--- config.mk ---
export PLATFORM = sky130hd
export DESIGN_NAME = wb_sevenseg_master_flat
export DESIGN_NICKNAME = d
export VERILOG_FILES = /design/src/rtl/wb_sevenseg_master_pkg.sv /design/src/rtl/wb_sevenseg_master_if.sv /design/src/rtl/wb_period_timer.sv /design/src/rtl/wb_sevenseg_master.sv /design/src/flat_wrapper.sv
export SDC_FILE = /design/constraint.sdc
export NUM_CORES = 1
export LEC_CHECK = 0
export ABC_AREA = 1
export ABC_CLOCK_PERIOD_IN_PS = 3400
export BUFFER_PORTS_ARGS = -buffer_cell sky130_fd_sc_hd__buf_2
export CORE_MARGIN = 2
export CORE_UTILIZATION = 50
export DETAILED_ROUTE_END_ITERATION = 7
export GPL_ROUTABILITY_DRIVEN = 0
export PLACE_DENSITY_LB_ADDON = 0.1
export SYNTH_ARGS = -nofsm -noshare
export SYNTH_HDL_FRONTEND = slang
export SYNTH_HIERARCHICAL = 1
export SYNTH_SLANG_ARGS = --single-unit
export TNS_END_PERCENT = 1
--- constraint.sdc ---
create_clock -name i_wb_clk -period 3.4 [get_ports i_wb_clk]
set_input_delay 0.34 -clock i_wb_clk [delete_from_list [all_inputs] [get_ports i_wb_clk]]
set_output_delay 0.34 -clock i_wb_clk [all_outputs]
set_load 0.1 [all_outputs]
--- src/rtl/wb_sevenseg_master_pkg.sv ---
// Shared types for the Wishbone display self-test initiator.
// FSM states, bus request bundle and select constant.
package wb_sevenseg_master_pkg;

  typedef enum logic [2:0] {
    S_IDLE,
    S_WAIT,
    S_WR,
    S_RD,
    S_CHK
  } state_t;

  localparam logic [3:0] WB_SEL_ALL = 4'hF;

  typedef struct packed {
    logic [31:0] adr;
    logic [31:0] dat;
    logic [3:0]  sel;
    logic        we;
    logic        cyc;
  } wb_req_t;

  localparam wb_req_t WB_IDLE = '0;

  function automatic wb_req_t wb_write(
    input logic [31:0] adr,
    input logic [31:0] dat
  );
    wb_req_t r;
    r.adr = adr;
    r.dat = dat;
    r.sel = WB_SEL_ALL;
    r.we  = 1'b1;
    r.cyc = 1'b1;
    return r;
  endfunction

endpackage

--- src/rtl/wb_sevenseg_master_if.sv ---
// Wishbone classic bus bundle between the self-test
// initiator and a single-register responder.
interface wb_sevenseg_master_if;
  logic [31:0] adr;
  logic [31:0] dat;
  logic [31:0] rdt;
  logic [3:0]  sel;
  logic        we;
  logic        cyc;
  logic        stb;
  logic        ack;

  modport master (
    output adr, dat, sel, we, cyc, stb,
    input  rdt, ack
  );

  modport slave (
    input  adr, dat, sel, we, cyc, stb,
    output rdt, ack
  );
endinterface

--- src/rtl/wb_period_timer.sv ---
// Reloadable down-counter pacing the gap between
// write/read pairs; holds at zero until reloaded.
module wb_period_timer #(
  parameter int           W    = 24,
  parameter logic [W-1:0] LOAD = '0
) (
  input  logic clk,
  input  logic rst_n,
  input  logic load,
  input  logic dec,
  output logic zero
);

  logic [W-1:0] count;

  always_ff @(posedge clk) begin
    if (!rst_n) begin
      count <= LOAD;
    end else if (load) begin
      count <= LOAD;
    end else if (dec && !zero) begin
      count <= count - 1'b1;
    end
  end

  assign zero = (count == '0);

endmodule

--- src/rtl/wb_sevenseg_master.sv ---
// Periodic write/readback/compare initiator for a
// single Wishbone register such as a display latch.
module wb_sevenseg_master
  import wb_sevenseg_master_pkg::*;
#(
  parameter logic [23:0] PERIOD  = 24'd10_000_000,
  parameter logic [31:0] ADDR    = 32'h0000_0000,
  parameter logic [31:0] INCR    = 32'd1,
  parameter logic [7:0]  TIMEOUT = 8'd255
) (
  input  logic                  i_wb_clk,
  input  logic                  i_wb_rst_n,
  input  logic                  i_en,
  wb_sevenseg_master_if.master  wb,
  output logic [31:0]           o_count,
  output logic                  o_err,
  output logic                  o_busy
);

  localparam logic [23:0] PLOAD = PERIOD - 24'd1;
  localparam logic [7:0]  TLAST = TIMEOUT - 8'd1;

  state_t      state;
  wb_req_t     req;
  logic [7:0]  tcnt;
  logic [31:0] rdata;
  logic        tmr_zero;

  // Timer sits at PERIOD-1 outside WAIT, so every WAIT entry starts full.
  wb_period_timer #(
    .W    (24),
    .LOAD (PLOAD)
  ) u_timer (
    .clk   (i_wb_clk),
    .rst_n (i_wb_rst_n),
    .load  (state != S_WAIT),
    .dec   (state == S_WAIT),
    .zero  (tmr_zero)
  );

  always_ff @(posedge i_wb_clk) begin
    if (!i_wb_rst_n) begin
      state   <= S_IDLE;
      req     <= WB_IDLE;
      tcnt    <= '0;
      rdata   <= '0;
      o_count <= '0;
      o_err   <= 1'b0;
    end else begin
      unique case (state)
        S_IDLE: begin
          if (i_en) state <= S_WAIT;
        end
        S_WAIT: begin
          if (!i_en) begin
            state <= S_IDLE;
          end else if (tmr_zero) begin
            state <= S_WR;
            tcnt  <= '0;
            req   <= wb_write(ADDR, o_count);
          end
        end
        S_WR: begin
          if (wb.ack) begin
            state  <= S_RD;
            tcnt   <= '0;
            req.we <= 1'b0;
          end else if (tcnt == TLAST) begin
            state <= i_en ? S_WAIT : S_IDLE;
            req   <= WB_IDLE;
            o_err <= 1'b1;
          end else begin
            tcnt <= tcnt + 8'd1;
          end
        end
        S_RD: begin
          if (wb.ack) begin
            state <= S_CHK;
            rdata <= wb.rdt;
            req   <= WB_IDLE;
          end else if (tcnt == TLAST) begin
            state <= i_en ? S_WAIT : S_IDLE;
            req   <= WB_IDLE;
            o_err <= 1'b1;
          end else begin
            tcnt <= tcnt + 8'd1;
          end
        end
        S_CHK: begin
          if (rdata == o_count) o_count <= o_count + INCR;
          else                  o_err   <= 1'b1;
          state <= i_en ? S_WAIT : S_IDLE;
        end
        default: state <= S_IDLE;
      endcase
    end
  end

  assign wb.adr = req.adr;
  assign wb.dat = req.dat;
  assign wb.sel = req.sel;
  assign wb.we  = req.we;
  assign wb.cyc = req.cyc;
  assign wb.stb = req.cyc;
  assign o_busy = req.cyc;

endmodule

--- src/flat_wrapper.sv ---
// flat-port wrapper written by rule: the top's interface ports become plain ports
module wb_sevenseg_master_flat import wb_sevenseg_master_pkg::*;
#(
  parameter logic [23:0] PERIOD  = 24'd10_000_000,
  parameter logic [31:0] ADDR    = 32'h0000_0000,
  parameter logic [31:0] INCR    = 32'd1,
  parameter logic [7:0]  TIMEOUT = 8'd255
)
  (i_wb_clk, i_wb_rst_n, i_en, o_count, o_err, o_busy, wb_adr, wb_dat, wb_sel, wb_we, wb_cyc, wb_stb, wb_rdt, wb_ack);
  wb_sevenseg_master_if wb_i ();
  input  logic i_wb_clk;
  input  logic i_wb_rst_n;
  input  logic i_en;
  output logic [31:0] o_count;
  output logic o_err;
  output logic o_busy;
  output wire logic [$bits(wb_i.adr)-1:0] wb_adr;
  output wire logic [$bits(wb_i.dat)-1:0] wb_dat;
  output wire logic [$bits(wb_i.sel)-1:0] wb_sel;
  output wire logic [$bits(wb_i.we)-1:0] wb_we;
  output wire logic [$bits(wb_i.cyc)-1:0] wb_cyc;
  output wire logic [$bits(wb_i.stb)-1:0] wb_stb;
  input wire logic [$bits(wb_i.rdt)-1:0] wb_rdt;
  input wire logic [$bits(wb_i.ack)-1:0] wb_ack;
  assign wb_adr = wb_i.adr;
  assign wb_dat = wb_i.dat;
  assign wb_sel = wb_i.sel;
  assign wb_we = wb_i.we;
  assign wb_cyc = wb_i.cyc;
  assign wb_stb = wb_i.stb;
  assign wb_i.rdt = wb_rdt;
  assign wb_i.ack = wb_ack;
  wb_sevenseg_master #(.PERIOD(PERIOD), .ADDR(ADDR), .INCR(INCR), .TIMEOUT(TIMEOUT)) u_core (.i_wb_clk(i_wb_clk), .i_wb_rst_n(i_wb_rst_n), .i_en(i_en), .wb(wb_i), .o_count(o_count), .o_err(o_err), .o_busy(o_busy));
endmodule
==> results of run 1 <==
## placed cells by master, fill, tap and decap left out, types with 2 or more instances in the layout
cell type	netlist	routed
sky130_fd_sc_hd__a21oi_1	105	105
sky130_fd_sc_hd__a21oi_2	11	11
sky130_fd_sc_hd__a31oi_1	2	2
sky130_fd_sc_hd__buf_2	19	140
sky130_fd_sc_hd__buf_4	5	9
sky130_fd_sc_hd__clkbuf_16	0	17
sky130_fd_sc_hd__clkinv_4	0	2
sky130_fd_sc_hd__clkinv_8	0	4
sky130_fd_sc_hd__dfxtp_1	170	170
sky130_fd_sc_hd__ha_1	5	5
sky130_fd_sc_hd__inv_1	101	101
sky130_fd_sc_hd__inv_2	6	6
sky130_fd_sc_hd__inv_6	0	3
sky130_fd_sc_hd__inv_8	0	5
sky130_fd_sc_hd__nand2_1	448	447
sky130_fd_sc_hd__nand2_2	4	5
sky130_fd_sc_hd__nand3_1	78	78
sky130_fd_sc_hd__nand3_2	4	4
sky130_fd_sc_hd__nand3b_1	4	4
sky130_fd_sc_hd__nand4_1	11	11
sky130_fd_sc_hd__nor2_1	170	169
sky130_fd_sc_hd__nor2_2	15	16
sky130_fd_sc_hd__nor2_4	4	4
sky130_fd_sc_hd__nor3_1	7	7
sky130_fd_sc_hd__o21ai_0	47	47
sky130_fd_sc_hd__xnor2_1	8	8
sky130_fd_sc_hd__xor2_1	25	25
## cells by family after synthesis
family,count (synthesis)
compound gates,170
xor+xnor,33
fa+ha+maj,5
buf+inv,167
flops,170
simple gates,750
## power groups by stage
stage / registers [mW] / clock network (mW) / logic (mW)
after floorplan: 2.08 / 0 / 0.452
after global placement: 2.08 / 0 / 0.512
after detailed placement: 2.08 / 0 / 0.513
after CTS: 2.04 / 2.05 / 0.514
after global routing: 2.04 / 2.13 / 0.570
final: 2.04 / 1.99 / 0.512
## flip-flops by register name, summed over array words and instances (netlist names)
signal                count
u_core/o_count           32
u_core/rdata             32
u_core/wb.adr            32
u_core/wb.dat            32
u_core/u_timer/count     24
u_core/tcnt               8
u_core/wb.sel             4
u_core/state              3
u_core/o_busy             1
u_core/o_err              1
u_core/wb.we              1
## stage by stage
step                cells  hold WS [ns]  area (µm²)
floorplan            1295         0.444        8500
global route         1637         0.173        9850
CTS                  1637         0.145        9850
detailed placement   1605         0.421        9230
global placement     1605         0.417        9230
finish               1637         0.157        9850
## worst max-delay path: stages (launching register included)
cell	delay, ns
sky130_fd_sc_hd__dfxtp_1	0.35
sky130_fd_sc_hd__nor2_1	0.16
sky130_fd_sc_hd__nand2_1	0.12
sky130_fd_sc_hd__nor2_1	0.24
sky130_fd_sc_hd__nand4_1	0.12
sky130_fd_sc_hd__nor3_1	0.24
sky130_fd_sc_hd__nand3_1	0.15
sky130_fd_sc_hd__nor2_2	0.12
sky130_fd_sc_hd__buf_4	0.40
sky130_fd_sc_hd__inv_1	0.25
sky130_fd_sc_hd__nand3_1	0.12
sky130_fd_sc_hd__nor3_1	0.06
## worst paths after layout
check	startpoint	end	depth (start not counted)
setup / recovery	u_core/u_timer/count[8]	u_core/tcnt[0]	11
hold / removal	wb_rdt[14]	u_core/rdata[14]	3
setup reg to reg	u_core/u_timer/count[8]	u_core/tcnt[0]	11
hold reg to reg	u_core/wb.adr[16]	u_core/wb.adr[16]	2
## synthesized netlist by cell type (2+ instances only)
| cell type | number |
|---|---|
| sky130_fd_sc_hd__buf_4 | 5 |
| sky130_fd_sc_hd__ha_1 | 5 |
| sky130_fd_sc_hd__clkbuf_1 | 26 |
| sky130_fd_sc_hd__xor2_1 | 25 |
| sky130_fd_sc_hd__inv_2 | 6 |
| sky130_fd_sc_hd__buf_2 | 19 |
| sky130_fd_sc_hd__nor2_2 | 15 |
| sky130_fd_sc_hd__nor3_1 | 7 |
| sky130_fd_sc_hd__a21oi_1 | 105 |
| sky130_fd_sc_hd__nor2_1 | 170 |
| sky130_fd_sc_hd__nor2_4 | 4 |
| sky130_fd_sc_hd__buf_6 | 6 |
| sky130_fd_sc_hd__clkbuf_2 | 2 |
| sky130_fd_sc_hd__nand4_1 | 11 |
| sky130_fd_sc_hd__nand3_2 | 4 |
| sky130_fd_sc_hd__dfxtp_1 | 170 |
| sky130_fd_sc_hd__nand3_1 | 78 |
| sky130_fd_sc_hd__a21oi_2 | 11 |
| sky130_fd_sc_hd__nand2_1 | 448 |
| sky130_fd_sc_hd__xnor2_1 | 8 |
| sky130_fd_sc_hd__o21ai_0 | 47 |
| sky130_fd_sc_hd__a31oi_1 | 2 |
| sky130_fd_sc_hd__nand2_2 | 4 |
| sky130_fd_sc_hd__nand3b_1 | 4 |
| sky130_fd_sc_hd__inv_1 | 101 |
## per-layer routing
| layer | vias to the layer above | global-route usage | share of wire |
|---|---|---|---|
| met5 | - | 0 | 0 |
| met4 | 0 | 0.0982 | 0.025 |
| met3 | 44 | 0.0544 | 0.056 |
| met2 | 258 | 0.434 | 0.48 |
| met1 | 3769 | 0.322 | 0.43 |
| li1 | 4287 | - | - |
## cell type report
class | instances | area, µm² | area share
well taps | 220 | 275 | 0.0280
flip-flops and latches | 170 | 3400 | 0.346
inverters | 108 | 408 | 0.0414
clock inverters | 15 | 195 | 0.0198
clock buffers | 17 | 425 | 0.0432
multi-input cells | 958 | 4370 | 0.444
repair buffers | 149 | 768 | 0.0780
==> reports/results.env, run 1 <==
FINISH.UTILIZATION=0.594
SYN-NUM-NETS=1336
FIRST_GLOBAL_VIAS=7688
MAPPEDNETLISTAREA_MM2=0.00850
FIN_TOTAL_PWR_mW=4.54
YS_ASYNC_SR_FRACTION=0
GRT_FIRST_PASS_WIRELENGTH_UM=37300
HOLD_CLASS='input port to flip-flop'
CTS-HTREE-LEVELS=4
POWER.SWITCHING_FRACTION=0.294
STATIC-LEAKAGE-POWER_nW=4.19
TIGHTESTPINTRANSITION_NS=1.05
RELSLEWSLACK=0.299
SYNTH_COMPOUND_AREA_FRAC=0.107
CLOCK.FMAX_GHz=0.414
VIAS=8358
YOSYSUNIQUECELLTYPES=37
P_INT_mW=3.21
FP.DIEAREA_MM2=0.0181
CLKLATENCYLATEPIN_NS=0.43
FINALHOLDVIOLATIONS=0
FINAL.SETUP.WORST_SLACK_NS=0.982
COMBINATIONAL_FAMILY_WITH_THE_MOST_AREA_AFTER_SYNTHESIS='simple AND/OR/NAND/NOR gates'
ROUTEDWLPERCELL_UM=14.1
REQUIRED_NS=3.73
CTS.HOLD.BUFFERS_ADDED=0
MAXCAPVIOLCOUNT=0
FILLERS=1700
SYNTH.MUX.AREA_FRACTION=0
DIE_H_UM=134
DRTPASS1ITERATIONS=7
POSTROUTEANTENNANETS=0
FIN_CRIT_NS=2.42
YOSYSSEQAREASHARE=0.400
YOSYSWARNINGS=6
DETAIL_ROUTE.WIRELENGTH_UM=23100
LARGEST_NET_DEGREE_AT_THE_START_OF_GLOBAL_ROUTING=61
FLOORPLAN.CORE_AREA_MM2=0.0166
POST_SYNTH_XOR_AREA_FRACTION=0.0340
PLACEMENTROWS=47
CLOCK-SKEW-FINAL_NS=0.00955
VDD.IR_DROP.WORST_uV=328
NETLIST_INSTANCES=1295
ANTENNA_VIOLATIONS_BEFORE_REPAIR=0
ANTENNADIODECOUNT=0
GRT.TOTAL_USAGE=0.257
PORT_BUFFERS=140
DPL.HPWL_UM=16300
CLK_PIN_SLEW_WORST_PATHS_NS=0.07
STARTING_DENSITY=0.513
STATUS='finished clean'
DRC_ERRORS=0
POWER-PER-CELL-AREA_mW_PER_MM2=461
SYNTH_TOP_FLOP_CELL='sky130_fd_sc_hd__dfxtp_1'
CRIT_FANOUT=33
CTS_SETUP_BUFFERS=0
AREA_DELTA_SYNTH_FINAL_PCT=15.8
MIN_PERIOD_OVER_PERIOD=0.711
POWER_FRAC_SEQ=0.449
POWER_FRAC_CLOCK=0.439
DIEWIDTH_UM=134
FINAL_MAX_SLEW_VIOL_COUNT=0
CRITICALPATHCATEGORY='flip-flop to flip-flop'
SYNTH_TOP_CELL_BY_AREA='sky130_fd_sc_hd__dfxtp_1'
SYNTH_TOP_CELLS_BY_AREA='sky130_fd_sc_hd__dfxtp_1, sky130_fd_sc_hd__nand2_1, sky130_fd_sc_hd__nor2_1'
POWER.SHARE.COMBINATIONAL=0.113
OVERFLOW=0
CTS-RESIZED-GATES=0
TRITONCTS='built'
CRITPATHLAUNCHTYPE='flip-flop'
CP.ARRIVAL_NS=2.74
SYNTH-EDFF-COUNT=0
YOSYS.AREA_SHARE.ADDER=0.00736
ROUTED_VIA_DENSITY=5.11
CTS_ROOT_BUFFER_TYPE='sky130_fd_sc_hd__clkbuf_16'
GRT_SETUP_UNREPAIRED='false'
POST_SYNTH_AND_OR_NAND_NOR_AREA_FRACTION=0.366
FIRST_ITER_VIOLATIONS=573
PLACEMENT.SETUP.WORST_SLACK_NS=0.993
NUM_IO_PINS=141
SETUP-TNS-FINAL_NS=0
SETUP_VIOL_COUNT_FINAL=0
CRITPATHCAPTURETYPE='flip-flop'
SETUP_SLACK_ON_THE_WORST_FLOP_TO_FLOP_PATH_NS=0.98
NUMBER_OF_NETS_IN_THE_FINAL_LAYOUT=1445
SYN-MEAN-INSTANCE-AREA_UM2=6.56
FINAL_LAYOUT_SIZE_SUFFIX_GT1_FRAC=0.164
SYNTH_TOP_AREA_SHARE=0.400
P_SW_mW=1.33
TRITONCTS.NUM_BUFFERS=17
YS_SEQ_ELEMENTS=170
CTS.SINKS=170
CLOCK_TREE.BUFFER_DEPTH=2
No activity file was read; power rests on OpenSTA's default activity.
==> inputs of run 2 (changes only) <==
--- a/config.mk
+++ b/config.mk
@@ -6,7 +6,7 @@
 export NUM_CORES = 1
 export LEC_CHECK = 0
 export ABC_AREA = 1
-export ABC_CLOCK_PERIOD_IN_PS = 3400
+export ABC_CLOCK_PERIOD_IN_PS = 2500
 export BUFFER_PORTS_ARGS = -buffer_cell sky130_fd_sc_hd__buf_2
 export CORE_MARGIN = 2
 export CORE_UTILIZATION = 50
==> constraint.sdc (replaced) <==
create_clock -name i_wb_clk -period 2.5 [get_ports i_wb_clk]
set_input_delay 0.25 -clock i_wb_clk [delete_from_list [all_inputs] [get_ports i_wb_clk]]
set_output_delay 0.25 -clock i_wb_clk [all_outputs]
set_load 0.1 [all_outputs]
==> run 2 against run 1 <==
Net effect: worst hold slack lost 0.099 ns; clock power grew 32%; flip-flop and latch count is the same; cell count grew 0.98%; register-to-register slack lost 0.70 ns; clock-buffer cell count is the same; sequential share of layout area shrank 0.50 points; non-clock buffer count grew 16; core utilization grew 0.88 points; design area grew 1.5%; combinational power grew 51%; critical path type unchanged; largest power group unchanged.
==> reports/results.env, run 2 (synthesized netlist as in run 1, its figures left out) <==
CLOCK-SKEW-FINAL_NS=0.00960  # was 0.00955 ns
FLOORPLAN.CORE_AREA_MM2=0.0166  # unchanged
FP.DIEAREA_MM2=0.0181  # unchanged
STARTING_DENSITY=0.513  # unchanged
TIGHTESTPINTRANSITION_NS=0.540  # was 1.05 ns
OVERFLOW=0  # unchanged
CRITPATHCAPTURETYPE='flip-flop'  # unchanged
NUMBER_OF_NETS_IN_THE_FINAL_LAYOUT=1461  # was 1,445
CP.ARRIVAL_NS=2.54  # was 2.74 ns
NUM_IO_PINS=141  # unchanged
ROUTED_VIA_DENSITY=5.08  # was 5.11
DRTPASS1ITERATIONS=7  # unchanged
GRT.TOTAL_USAGE=0.260  # was 0.257
CRIT_FANOUT=37  # was 33
DIEWIDTH_UM=134  # unchanged
HOLD_CLASS='input port to flip-flop'  # unchanged
CRITICALPATHCATEGORY='flip-flop to flip-flop'  # unchanged
FIN_CRIT_NS=2.22  # was 2.42 ns
REQUIRED_NS=2.82  # was 3.73 ns
GRT_SETUP_UNREPAIRED='false'  # unchanged
DP.CELLS=1621  # was 1,605
PLACEMENTROWS=47  # unchanged
SETUP_SLACK_ON_THE_WORST_FLOP_TO_FLOP_PATH_NS=0.28  # was 0.98 ns
CRITPATHLAUNCHTYPE='flip-flop'  # unchanged
CTS_ROOT_BUFFER_TYPE='sky130_fd_sc_hd__clkbuf_16'  # unchanged
FIRST_ITER_VIOLATIONS=603  # was 573
STATIC-LEAKAGE-POWER_nW=4.28  # was 4.19 nW
VDD.IR_DROP.WORST_uV=558  # was 328 µV
SETUP-TNS-FINAL_NS=0  # unchanged
CLOCK.FMAX_GHz=0.450  # was 0.414 GHz
CTS.SINKS=170  # unchanged
POWER-PER-CELL-AREA_mW_PER_MM2=617  # was 461 mW/mm²
POSTROUTEANTENNANETS=0  # unchanged
FIRST_GLOBAL_VIAS=7782  # was 7,688
POWER.SWITCHING_FRACTION=0.300  # was 0.294
CLOCK_TREE.BUFFER_DEPTH=2  # unchanged
FINAL_LAYOUT_SIZE_SUFFIX_GT1_FRAC=0.174  # was 0.164
POWER.SHARE.COMBINATIONAL=0.125  # was 0.113
MOSTFREQUENTLAYOUTCELLS='sky130_fd_sc_hd__nand2_1, sky130_fd_sc_hd__dfxtp_1, sky130_fd_sc_hd__nor2_1, sky130_fd_sc_hd__buf_2, sky130_fd_sc_hd__a21oi_1'  # unchanged
STATUS='finished clean'  # unchanged
AREA_DELTA_SYNTH_FINAL_PCT=17.5  # was 15.8%
LARGEST_NET_DEGREE_AT_THE_START_OF_GLOBAL_ROUTING=65  # was 61
DPL.HPWL_UM=16400  # was 16,300 µm
CTS-HTREE-LEVELS=4  # unchanged
DETAIL_ROUTE.WIRELENGTH_UM=23000  # was 23,100 µm
PORT_BUFFERS=140  # unchanged
ROUTEDWLPERCELL_UM=13.9  # was 14.1 µm
ANTENNA_VIOLATIONS_BEFORE_REPAIR=0  # unchanged
DRC_ERRORS=0  # unchanged
CLKLATENCYLATEPIN_NS=0.44  # was 0.43 ns
FINAL-INSTANCE-COUNT-EXCL-FILL=1653  # was 1,637
VIAS=8405  # was 8,358
TRITONCTS.NUM_BUFFERS=17  # unchanged
FILLERS=1654  # was 1,700
SETUP_VIOL_COUNT_FINAL=0  # unchanged
FINAL_MAX_SLEW_VIOL_COUNT=0  # unchanged
RELSLEWSLACK=0.640  # was 0.299
POWER_FRAC_SEQ=0.449  # about the same
MAXCAPVIOLCOUNT=0  # unchanged
CTS.HOLD.BUFFERS_ADDED=0  # unchanged
FINALHOLDVIOLATIONS=0  # unchanged
POWER_FRAC_CLOCK=0.426  # was 0.439
TRITONCTS='built'  # unchanged
P_INT_mW=4.32  # was 3.21 mW
P_SW_mW=1.85  # was 1.33 mW
MIN_PERIOD_OVER_PERIOD=0.889  # was 0.711
ANTENNADIODECOUNT=0  # unchanged
GRT_FIRST_PASS_WIRELENGTH_UM=37700  # was 37,300 µm
CLK_PIN_SLEW_WORST_PATHS_NS=0.07  # about the same
DIE_H_UM=134  # unchanged
LAYOUT_COMMONEST_CELL='sky130_fd_sc_hd__nand2_1'  # unchanged
## run 2: cell count changes in the layout (fill, tap and decap cells not counted), sizes merged
| cell | before | now |
|---|---|---|
| buf | 149 | 165 |
| bufinv | 1 | 0 |
| clkinv | 6 | 5 |
| clkinvlp | 0 | 2 |
## run 2: routing by layer
metal / GRT usage / up-vias / wire (µm)
li1: - / 4325 / -
met5: 0 / - / 0
met1: 0.328 / 3799 / 9990
met4: 0.113 / 0 / 621
met2: 0.436 / 236 / 11200
met3: 0.0465 / 45 / 1220
## run 2: through the flow
stage                      util  total power, mW  cell area [µm²]  hold WS, ns  worst slack, ns
after floorplan               -             3.44             8500        0.417           0.0752
after global placement    0.566             3.59             9380        0.417            0.267
after detailed placement  0.566             3.59             9380        0.421            0.199
after CTS                 0.602             6.20             9980       0.0496           0.0848
after global routing      0.603             6.41             9990       0.0803           0.0180
final                     0.603             6.16             9990       0.0582            0.277
## run 2: final timing paths
path                                 from                 to  cells after the start
setup / recovery  u_core/u_timer/count[9]   u_core/wb.dat[4]                     12
hold / removal                 wb_rdt[13]   u_core/rdata[13]                      3
setup reg to reg  u_core/u_timer/count[9]   u_core/wb.dat[4]                     12
hold reg to reg         u_core/wb.adr[11]  u_core/wb.adr[11]                      2
## run 2: area by class of cell
class / instances / area, µm² / area share
clock buffers: 17 / 425 / 0.0426
clock inverters: 15 / 171 / 0.0172
inverters: 108 / 410 / 0.0411
multi-input cells: 958 / 4380 / 0.438
flip-flops and latches: 170 / 3400 / 0.341
well taps: 220 / 275 / 0.0275
repair buffers: 165 / 930 / 0.0930
## run 2: repair_timing
item / 4_1_cts / 5_1_grt
setup endpoints to repair: 0 / 55
endpoints found under the hold margin: 0 / 0
setup buffers: 0 / 0
gates resized for setup: 0 / 4
## run 2: power by group through the flow
stage / Clock [mW] / Sequential (mW) / Combinational [mW]
2_1_floorplan: 0 / 2.83 / 0.614
3_3_place_gp: 0 / 2.83 / 0.760
3_5_place_dp: 0 / 2.83 / 0.758
4_1_cts: 2.67 / 2.77 / 0.763
5_1_grt: 2.78 / 2.77 / 0.850
6_report: 2.62 / 2.77 / 0.772
## run 2: worst max-delay path, cell delays in order, from the launching register on
cell and delay, ns:
sky130_fd_sc_hd__dfxtp_1 0.35, sky130_fd_sc_hd__nor2_1 0.15, sky130_fd_sc_hd__nand2_1 0.12, sky130_fd_sc_hd__nor2_1 0.24, sky130_fd_sc_hd__nand4_1 0.15, sky130_fd_sc_hd__nor3_2 0.20, sky130_fd_sc_hd__nand3_1 0.14, sky130_fd_sc_hd__o21ai_0 0.12
sky130_fd_sc_hd__nand2_1 0.12, sky130_fd_sc_hd__nor2_4 0.14, sky130_fd_sc_hd__inv_4 0.19, sky130_fd_sc_hd__nand2_1 0.13, sky130_fd_sc_hd__a21oi_1 0.07
==> inputs of run 3 (changes only) <==
--- a/config.mk
+++ b/config.mk
@@ -6,7 +6,7 @@
 export NUM_CORES = 1
 export LEC_CHECK = 0
 export ABC_AREA = 1
-export ABC_CLOCK_PERIOD_IN_PS = 2500
+export ABC_CLOCK_PERIOD_IN_PS = 2700
 export BUFFER_PORTS_ARGS = -buffer_cell sky130_fd_sc_hd__buf_2
 export CORE_MARGIN = 2
 export CORE_UTILIZATION = 50
==> constraint.sdc (replaced) <==
create_clock -name i_wb_clk -period 2.7 [get_ports i_wb_clk]
set_input_delay 0.27 -clock i_wb_clk [delete_from_list [all_inputs] [get_ports i_wb_clk]]
set_output_delay 0.27 -clock i_wb_clk [all_outputs]
set_load 0.1 [all_outputs]
==> run 3 against run 2 <==
Net effect: critical path depth is the same; core utilization decreased by 0.57 points; clock power shrank 5%; total power down 7.3%; non-clock buffer count down 10; clock-buffer cell count unchanged; first-iteration DRC count down 25%; highest routed layer unchanged; clock skew is 0.0027 ns higher.
==> reports/results.env, run 3 (synthesized netlist as in run 1, its figures left out) <==
PLACEMENTROWS=47  # unchanged
CTS.SINKS=170  # unchanged
FIN_CRIT_NS=2.41  # was 2.22 ns
STARTING_DENSITY=0.513  # unchanged
MAXCAPVIOLCOUNT=0  # unchanged
DETAIL_ROUTE.WIRELENGTH_UM=22500  # was 23,000 µm
POWER-PER-CELL-AREA_mW_PER_MM2=577  # was 617 mW/mm²
CLKLATENCYLATEPIN_NS=0.43  # was 0.44 ns
CTS-RESIZED-GATES=0  # unchanged
CLOCK.FMAX_GHz=0.415  # was 0.450 GHz
ROUTED_VIA_DENSITY=5.07  # was 5.08
DRC_ERRORS=0  # unchanged
ANTENNADIODECOUNT=0  # unchanged
CTS.HOLD.BUFFERS_ADDED=0  # unchanged
CP.ARRIVAL_NS=2.71  # was 2.54 ns
ANTENNA_VIOLATIONS_BEFORE_REPAIR=0  # unchanged
CRIT_START='u_core/u_timer/count[8]'  # was u_core/u_timer/count[9]
CLK_PIN_SLEW_WORST_PATHS_NS=0.08  # was 0.07 ns
FIN_TOTAL_PWR_mW=5.71  # was 6.16 mW
DRTPASS1ITERATIONS=6  # was 7
FIRST_GLOBAL_VIAS=7353  # was 7,782
FINAL_LAYOUT_SIZE_SUFFIX_GT1_FRAC=0.167  # was 0.174
LAYOUT_COMMONEST_CELL='sky130_fd_sc_hd__nand2_1'  # unchanged
GRT_SETUP_UNREPAIRED='false'  # unchanged
RR_ENDPOINT='u_core/wb.dat[4]'  # unchanged
CTS_ROOT_BUFFER_TYPE='sky130_fd_sc_hd__clkbuf_16'  # unchanged
CRITICALPATHCATEGORY='flip-flop to flip-flop'  # unchanged
NUMBER_OF_NETS_IN_THE_FINAL_LAYOUT=1451  # was 1,461
CLOCK-SKEW-FINAL_NS=0.0123  # was 0.00960 ns
REQUIRED_NS=3.00  # was 2.82 ns
VIAS=8327  # was 8,405
FP.DIEAREA_MM2=0.0181  # unchanged
MIN_PERIOD_OVER_PERIOD=0.892  # was 0.889
FILLERS=1666  # was 1,654
CRITPATHCAPTURETYPE='flip-flop'  # unchanged
OVERFLOW=0  # unchanged
CRIT_PATH_END='u_core/wb.dat[4]'  # unchanged
AREA_DELTA_SYNTH_FINAL_PCT=16.4  # was 17.5%
MULTIINPUTGATEAREA_MM2=0.00437  # was 0.00438 mm²
ROUTEDWLPERCELL_UM=13.7  # was 13.9 µm
TRITONCTS.NUM_BUFFERS=17  # unchanged
DIEWIDTH_UM=134  # unchanged
CLOCK_TREE.BUFFER_DEPTH=2  # unchanged
FLOORPLAN.CORE_AREA_MM2=0.0166  # unchanged
CRITPATHLAUNCHTYPE='flip-flop'  # unchanged
CRITICAL_PATH.REG2REG.STARTPOINT='u_core/u_timer/count[8]'  # was u_core/u_timer/count[9]
STATUS='finished clean'  # unchanged
TIGHTESTPINTRANSITION_NS=0.755  # was 0.540 ns
FINAL-INSTANCE-COUNT-EXCL-FILL=1643  # was 1,653
CTS_SETUP_BUFFERS=0  # unchanged
NUM_IO_PINS=141  # unchanged
PLACED_CELL_AREA_MM2=0.00928  # was 0.00938 mm²
RELSLEWSLACK=0.496  # was 0.640
CTS-HTREE-LEVELS=4  # unchanged
GRT.TOTAL_USAGE=0.247  # was 0.260
HOLD_SLACK_NS=0.0930  # was 0.0582 ns
FIRST_ITER_VIOLATIONS=455  # was 603
MOSTFREQUENTLAYOUTCELLS='sky130_fd_sc_hd__nand2_1, sky130_fd_sc_hd__dfxtp_1, sky130_fd_sc_hd__nor2_1, sky130_fd_sc_hd__buf_2, sky130_fd_sc_hd__a21oi_1'  # unchanged
POSTLAYOUTCELLAREA_MM2=0.00990  # was 0.00999 mm²
STATIC-LEAKAGE-POWER_nW=4.22  # was 4.28 nW
POSTROUTEANTENNANETS=0  # unchanged
DP.CELLS=1611  # was 1,621
PORT_BUFFERS=140  # unchanged
FF2FF_PATH_DEPTH=12  # unchanged
HOLD_CLASS='input port to flip-flop'  # unchanged
FINALHOLDVIOLATIONS=0  # unchanged
TRITONCTS='built'  # unchanged
SETUP_SLACK_ON_THE_WORST_FLOP_TO_FLOP_PATH_NS=0.29  # was 0.28 ns
VDD.IR_DROP.WORST_uV=420  # was 558 µV
REGISTER_AREA_MM2=0.00340  # unchanged
SETUP_VIOL_COUNT_FINAL=0  # unchanged
DIE_H_UM=134  # unchanged
DPL.HPWL_UM=16300  # was 16,400 µm
SETUP-TNS-FINAL_NS=0  # unchanged
CRIT_FANOUT=37  # unchanged
GRT_FIRST_PASS_WIRELENGTH_UM=36100  # was 37,700 µm
LARGEST_NET_DEGREE_AT_THE_START_OF_GLOBAL_ROUTING=65  # unchanged
FINAL_MAX_SLEW_VIOL_COUNT=0  # unchanged
HP-START='wb_rdt[13]'  # unchanged
[run 3: cell type report]
cell class | count | area share
clock inverter | 15 | 0.0191
sequential | 170 | 0.344
timing repair buffer | 155 | 0.0834
tap | 220 | 0.0278
clock buffer | 17 | 0.0430
inverter | 108 | 0.0412
multi-input combinational | 958 | 0.442
[run 3: stage by stage]
step	setup slack, ns	utilization
final	0.292	0.597
after global routing	0.0509	0.597
after CTS	0.332	0.597
after detailed placement	0.376	0.560
after global placement	0.457	0.560
after floorplan	0.275	-
[run 3: power breakdown]
| group | internal [mW] | leakage, nW | switching [mW] |
|---|---|---|---|
| clock network | 1.27 | 0.299 | 1.21 |
| registers | 2.54 | 1.37 | 0.0269 |
| logic | 0.183 | 2.55 | 0.485 |
[run 3: worst min-delay path by stage]
| stage | slack, ns | to | depth (start not counted) |
|---|---|---|---|
| floorplan | 0.44 | u_core/rdata[10] | 2 |
| global placement | 0.42 | u_core/wb.adr[9] | 2 |
| detailed placement | 0.42 | u_core/wb.adr[27] | 2 |
| CTS | 0.08 | u_core/rdata[13] | 3 |
| global route | 0.11 | u_core/rdata[3] | 3 |
| finish | 0.09 | u_core/rdata[13] | 3 |
[run 3: routing by layer]
metal	wire length, µm	track usage	vias to the layer above
li1	-	-	4300
met1	10300	0.319	3800
met2	11000	0.425	198
met3	811	0.0408	29
met4	378	0.0702	0
met5	0	0	-
[run 3: critical path: stages, from the launching register on]
cell                      delay, ns
sky130_fd_sc_hd__dfxtp_1       0.35
sky130_fd_sc_hd__nor2_1        0.15
sky130_fd_sc_hd__nand2_1       0.12
sky130_fd_sc_hd__nor2_1        0.23
sky130_fd_sc_hd__nand4_1       0.11
sky130_fd_sc_hd__nor3_1        0.26
sky130_fd_sc_hd__nand3_1       0.15
sky130_fd_sc_hd__o21ai_0       0.12
sky130_fd_sc_hd__nand2_1       0.12
sky130_fd_sc_hd__nor2_4        0.11
sky130_fd_sc_hd__inv_2         0.28
sky130_fd_sc_hd__nand2_1       0.18
sky130_fd_sc_hd__a21oi_1       0.09
